==> src/rtl/spi_arb.sv <==
// Round-robin arbiter sharing one SPI master between two requesters.
// Launches the granted command, waits for done (with watchdog), acks, then idles for a fixed gap.
module spi_arb #(
   parameter int unsigned GAP_CYC     = 4,
   parameter int unsigned TIMEOUT_CYC = 4096
) (
   input  logic        clk,
   input  logic        rst_n,
   input  logic        req0,
   input  logic [15:0] cmd0,
   input  logic        req1,
   input  logic [15:0] cmd1,
   output logic        ack0,
   output logic        ack1,
   output logic [15:0] rd_data,
   output logic        err,
   output logic        busy,
   output logic        spi_wrt,
   output logic [15:0] spi_cmd,
   input  logic        spi_done,
   input  logic [15:0] spi_rd_data
);

   localparam int unsigned TW = $clog2(TIMEOUT_CYC);
   localparam int unsigned GW = $clog2(GAP_CYC + 1);
   localparam logic [TW-1:0] T_LAST = TW'(TIMEOUT_CYC - 1);
   localparam logic [GW-1:0] G_LAST = GW'(GAP_CYC - 1);

   typedef enum logic [1:0] {
      IDLE,
      WAIT_DONE,
      GAP
   } state_t;

   state_t        state;
   logic          prio;
   logic          owner;
   logic          done_q;
   logic [TW-1:0] timer;
   logic [GW-1:0] gap_cnt;
   logic          winner;
   logic          done_rise;

   always_comb begin
      winner    = (req0 & req1) ? prio : req1;
      // only a fresh rising edge completes; a level left over from the last transfer is ignored
      done_rise = spi_done & ~done_q;
   end

   always_ff @(posedge clk or negedge rst_n) begin
      if (!rst_n) begin
         state   <= IDLE;
         prio    <= 1'b0;
         owner   <= 1'b0;
         done_q  <= 1'b0;
         timer   <= '0;
         gap_cnt <= '0;
         ack0    <= 1'b0;
         ack1    <= 1'b0;
         err     <= 1'b0;
         busy    <= 1'b0;
         spi_wrt <= 1'b0;
         spi_cmd <= '0;
         rd_data <= '0;
      end else begin
         done_q  <= spi_done;
         spi_wrt <= 1'b0;
         ack0    <= 1'b0;
         ack1    <= 1'b0;
         err     <= 1'b0;
         case (state)
            IDLE: begin
               if (req0 | req1) begin
                  spi_wrt <= 1'b1;
                  spi_cmd <= winner ? cmd1 : cmd0;
                  owner   <= winner;
                  prio    <= ~winner;
                  timer   <= '0;
                  state   <= WAIT_DONE;
                  busy    <= 1'b1;
               end
            end
            WAIT_DONE: begin
               if (done_rise) begin
                  rd_data <= spi_rd_data;
                  ack0    <= ~owner;
                  ack1    <= owner;
                  gap_cnt <= '0;
                  state   <= GAP;
               end else if (timer == T_LAST) begin
                  ack0    <= ~owner;
                  ack1    <= owner;
                  err     <= 1'b1;
                  gap_cnt <= '0;
                  state   <= GAP;
               end else begin
                  timer <= timer + 1'b1;
               end
            end
            GAP: begin
               // the ack cycle is the first gap cycle
               if (gap_cnt == G_LAST) begin
                  state <= IDLE;
                  busy  <= 1'b0;
               end else begin
                  gap_cnt <= gap_cnt + 1'b1;
               end
            end
            default: begin
               state <= IDLE;
               busy  <= 1'b0;
            end
         endcase
      end
   end

endmodule

==> config.mk <==
export PLATFORM = sky130hd
export DESIGN_NAME = spi_arb
export DESIGN_NICKNAME = d
export VERILOG_FILES = /design/src/rtl/spi_arb.sv
export SDC_FILE = /design/constraint.sdc
export NUM_CORES = 1
export LEC_CHECK = 0
export ABC_AREA = 0
export CORE_ASPECT_RATIO = 1.25
export CORE_MARGIN = 2
export CORE_UTILIZATION = 39
export DETAILED_ROUTE_END_ITERATION = 10
export GPL_TIMING_DRIVEN = 1
export PLACE_DENSITY = 0.71
export SKIP_CTS_REPAIR_TIMING = 1
export SYNTH_ARGS = -nofsm -noshare
export SYNTH_HDL_FRONTEND = slang
export SYNTH_SLANG_ARGS = --single-unit
==> constraint.sdc <==
create_clock -name clk -period 2.4 [get_ports clk]
set_input_delay 0.48 -clock clk [delete_from_list [all_inputs] [get_ports clk]]
set_output_delay 0.48 -clock clk [all_outputs]
set_load 0.05 [all_outputs]
Word-level counts from Yosys, hierarchy flattened
Index checks and enable logic that the tools add are counted.
{"block": "word_totals", "reg_bits": 57, "latch_bits": 0, "mem_bits_rw": 0, "romBits": 0, "input_bits": 53, "out_inout_bits": 37, "wordCells": 70, "n_memories": 0}
{"block": "op_classes", "n_addsub": 2, "n_mul": 0, "div": 0, "n_lt_le_gt_ge": 0, "n_eq_ne": 10, "n_shift": 0, "mux": 29, "bitwise_logic": 7, "n_reduce_logical": 9}
{"cell": "$mux W12", "count": 3}
{"cell": "$pmux W12 S2", "count": 1}
{"cell": "$mux W16", "count": 1}
{"cell": "$mux W1", "count": 14}
{"cell": "$add A12 B1 Y12 const B", "count": 1}
{"cell": "$eq A12 B12 Y1 const B", "count": 1}
{"cell": "$ne A2 B2 Y1 const B", "count": 5}
{"cell": "$mux W3", "count": 3}
{"cell": "$reduce_and A3 Y1", "count": 3}
{"cell": "$mux W2", "count": 4}
{"cell": "$pmux W2 S3", "count": 1}
{"cell": "$pmux W3 S2", "count": 1}
{"cell": "$not A1 Y1", "count": 4}
{"cell": "$reduce_and A2 Y1", "count": 2}
{"cell": "$reduce_and A4 Y1", "count": 1}
{"cell": "$reduce_bool A2 Y1", "count": 2}
{"cell": "$add A3 B1 Y3 const B", "count": 1}
{"cell": "$eq A3 B2 Y1 const B", "count": 1}
{"cell": "$ne A3 B3 Y1 const B", "count": 1}
{"cell": "$pmux W1 S3", "count": 1}
{"cell": "$and A1 B1 Y1", "count": 2}
{"cell": "$eq A2 B1 Y1 const B", "count": 1}
{"cell": "$eq A2 B2 Y1 const B", "count": 1}
{"cell": "$logic_not A2 Y1", "count": 1}
{"cell": "$or A1 B1 Y1", "count": 1}

Depth between registers and ports, before layout
{"block": "depth", "depth_word": 4, "ltp_mapped": 6, "mapped_depth_nobuf": 6}

Least setup slack after synthesis
Ideal clock, no wire load.
{"block": "synth_timing", "path_kind": "reg2reg", "startpoint": "reg timer[0]", "endpoint": "reg timer[10]", "setup_ns": 0.124, "t_arrival_ns": 1.579, "required_time_ns": 2.276, "slack_ns": 0.697, "path_stages_with_launch": 6, "path_buffers": 0, "period_less_slack_ns": 1.703, "cell_sequence": "dfrtp_1 -> ha_1 -> and3_1 -> and3_1 -> a21o_4 -> a211o_1"}
{"block": "synth_between", "elab_chain_cells": 4, "word_cells_on_any_way": 7, "cone_classes": "add/sub (1); eq/ne (2); mux (3); reduce/logical (1)"}
{"element": "start: declaration", "line_no": "39", "text": "logic [TW-1:0] timer;"}
{"element": "start signal: assignment", "line_no": "97", "text": "timer <= timer + 1'b1;"}
{"element": "$add A12 B1 Y12", "line_no": "97"}
{"element": "$mux W12", "line_no": "90", "text": "end else if (timer == T_LAST) begin"}
{"element": "$mux W12", "line_no": "84", "text": "if (done_rise) begin"}
{"element": "$pmux W12 S2", "line_no": "71", "text": "case (state)"}
Parallel ways exist; a longest one is shown, timed or not. The select of a mux whose other input is x is not followed.
A chain may end at the register's enable or synchronous reset.

Worst setup path in the final report
{"block": "layout_timing", "startpoint": "reg spi_cmd[5]", "endpoint": "out spi_cmd[5]"}
{"element": "start: declaration", "line_no": "19", "text": "output logic [15:0] spi_cmd,"}
{"element": "start signal: assignment", "line_no": "75", "text": "spi_cmd <= winner ? cmd1 : cmd0;"}
No word-level cell between the ends.

==> implementation parameters <==
Parameter                              Value

Clocking
  Count of H-tree levels built during CTS ... 3
  Number of buffers on the longest clock path ... 2
  Num Clock Sinks ... 57
  Inserted Clock Buffers ... 9
  Clock-pin transition on the worst setup and hold timing paths ... 0.07 ns
  Worst-skew pair later-pin latency ... 0.34 ns
  Clock tree from TritonCTS ... yes
  Cell at the root of the clock tree ... clkbuf_8

Detailed routing
  WL final ... 5.817 mm
  Vias ... 2046
  Routed wire length per instance ... 14.99 um
  Total iterations of the first detailed-routing run ... 8
  DRT iter0 DRCs ... 177
  Post-detailed-route via-to-cell ratio ... 5.273
  DRC violation count after routing ... 0
  Routed Antenna Nets ... 0

Global routing
  Global-route congestion overflow total ... 0
  Pin count of the biggest net entering global routing ... 26
  Number of antenna violations at the first check in global routing ... 0
  Global-route usage over all layers ... 18.45%
  Global-route wire length before repair ... 9.770 mm
  Via count of the first global-routing pass ... 2116

Placed design
  Total of buffers placed on input and output ports ... 89
  Routability Congestion ... 0.7424
  Post-DP HPWL ... 4.194 mm

Timing
  Period utilization ... 83.31%
  Final Max Tran Viols ... 0
  Max Freq ... 500.2 MHz
  Setup-violating endpoint count in the final report ... 0
  Skew final ... 0.01310 ns
  Final Critical Period ... 1.999 ns
  Sum Neg Setup Slack ... 0 ns
  Number of endpoints with negative hold slack in the final report ... 0
  Setup repair after global routing missed its margin ... no
  Worst-margin pin slew ... 0.5627 ns
  Worst max-slew margin expressed relative to the limit ... 62.49%

Synthesis
  Most instantiated flip-flop cell in the synthesis netlist ... dfrtp_1
  Post-Syn Area ... 0.002506 mm^2
  Syn Nets ... 257
  Number of synthesized flops with an enable pin ... 0
  Mean instance size in the synthesized netlist ... 12.47 um^2
  Number of warning messages in the yosys log ... 0
  Top cell type by total area after synthesis ... dfrtp_1
  Number of standard cells after synthesis ... 201
  Count of different cell masters after synthesis ... 45
  Sequential-to-total area share from yosys stat ... 56.91%
  Post-synth ARST share ... 100.0%
  Flip-flop and latch count after synthesis ... 57
  Area share of the largest cell type after synthesis ... 56.91%
  Leading cell types by total area after synthesis ... dfrtp_1 (57%), mux2_2 (7.6%), a222oi_1 (6.4%)

Critical path
  CP Max Fanout ... 2
  Worst path cell trace ... clkdlybuf4s50_1
  Critical Path AT ... 1.52 ns
  Kind of cell with the highest combined delay on the critical path ... buffers and inverters
  First element of the critical path ... spi_cmd[5]
  Crit end category ... primary output
  Slowest CP cell ... clkdlybuf4s50_1
  Category of the critical setup timing path ... reg -> out
  Total buffers and inverters traversed by the critical path ... 1
  Required time of the critical path ... 1.92 ns
  Type of element launching the critical path ... register
  Worst path max stage delay ... 0.82 ns
  Reg2Reg Launch Point ... timer[0]

Die
  Die boundary height ... 93.63 um
  Initial standard-cell utilization of the core ... 40.38%
  Die Width ... 75.70 um
  Die area ... 0.007087 mm^2
  Number of top-level design ports ... 90
  Site row count ... 32
  Placeable core region ... 0.006206 mm^2

Final layout
  Ratio of cells with drive above 1 in the final layout ... 15.18%
  Layout-stage area growth over the synthesis result ... 46.98%
  Ant diodes ... 0
  # nets final ... 354

Power and ir drop
  Pleak ... 1.687 nW
  Power per standard cell area ... 1352 mW/mm^2
  Overall power consumption ... 4.981 mW
  Peak supply drop ... 0.7760 mV

Hold path
  Worst hold path class ... in -> async

Job
  Max-cap violations ... 0

Outcome
  Result of the run ... finished clean
[layer usage]
metal  part of all wire [%]  GRT usage [%]
met4                    1.6          7.310
met1                     41          24.07
met3                    6.9          7.220
met5                      0              0
met2                     50          27.32
[layout by cell type (no fill, tap or decap), types with 2 or more instances in the layout]
cell type	netlist	routed
clkdlybuf4s50_1	0	88
dfrtp_1	57	57
inv_1	22	22
mux2_2	17	17
a222oi_1	16	16
clkbuf_8	0	10
nor2_1	7	7
and3_1	6	6
nand2_1	6	6
a31oi_1	5	5
nand3_1	4	4
buf_4	3	4
and4_1	3	3
nand2b_1	3	3
nor3_1	3	3
a211o_1	3	3
o22ai_1	3	3
a21oi_1	3	3
ha_1	3	3
clkinv_2	0	3
nor2b_1	2	2
a21o_1	2	2
nand4_1	2	2
o21ai_0	2	2
o22a_1	2	2
a41oi_1	2	2
o211ai_1	2	2
[cell families after synthesis]
group                    synth area share [%]
AO/OA/AOI/OAI                           18.37
adder cells (fa/ha/maj)                 1.498
buffers and inverters                   5.541
flip-flops                              56.91
multiplexers                            8.038
AND/OR/NAND/NOR                         9.636
[synthesized netlist by cell type, types with 2 or more instances]
master / number
o22ai_1: 3
buf_2: 3
nor3_1: 3
a211o_1: 3
nor2_1: 7
and3_1: 6
and4_1: 3
o211ai_1: 2
mux2_2: 17
nand3_1: 4
a222oi_1: 16
nor2b_1: 2
o22a_1: 2
a21o_1: 2
a41oi_1: 2
nand4_1: 2
dfrtp_1: 57
ha_1: 3
inv_1: 22
nand2b_1: 3
nand2_1: 6
buf_4: 3
o21ai_0: 2
a31oi_1: 5
a21oi_1: 3
[path summary, 6_finish.rpt]
| path | end | cells after the start | slack, ns |
|---|---|---|---|
| worst min register to register | ack0 | 1 | 0.45 |
| worst max-delay path | spi_cmd[5] | 1 | 0.40 |
| worst max register to register | timer[9] | 5 | 0.55 |
| max in group asynchronous | timer[0] | 2 | 1.80 |
| min in group clk | ack0 | 1 | 0.45 |
| worst min-delay path | rd_data[2] | 1 | 0.005 |
[flip-flops by register name (all words and copies together) (netlist names)]
| signal | cells |
|---|---|
| state | 2 |
| err | 1 |
| spi_wrt | 1 |
| gap_cnt | 3 |
| ack0 | 1 |
| spi_cmd | 16 |
| ack1 | 1 |
| prio | 1 |
| busy | 1 |
| rd_data | 16 |
| timer | 12 |
| done_q | 1 |
| owner | 1 |
[report_power, final]
group	leakage, nW	switching (mW)	internal, mW
clock	0.0891	0.375	0.398
combinational	0.882	1.62	0.984
sequential	0.717	0.272	1.33
total	1.69	2.27	2.71
[metrics by stage]
| step | area, um^2 | std cells | setup WS (ns) | util (%) | hold slack [ns] |
|---|---|---|---|---|---|
| final | 3684 | 388 | 0.4006 | 59.35 | 0.005366 |
| after detailed placement | 3511 | 372 | 0.2131 | 56.57 | 0.3633 |
| after global placement | 3511 | 372 | 0.3103 | 56.57 | 0.3655 |
| after CTS | 3684 | 388 | 0.3918 | 59.35 | 0.006308 |
| after global routing | 3684 | 388 | 0.3491 | 59.35 | 0.01884 |
| after floorplan | 2506 | 201 | 0.6972 | - | 0.1844 |
[area by class of cell]
type	instances	area [um^2]
fillers	515	2522
well taps	85	106.4
inverters	23	86.33
clock buffers	11	141.4
flip-flops and latches	57	1426
clock inverters	5	31.28
multi-input cells	113	955.9
repair buffers	94	935.9
Power figures use the tool's default switching activity.
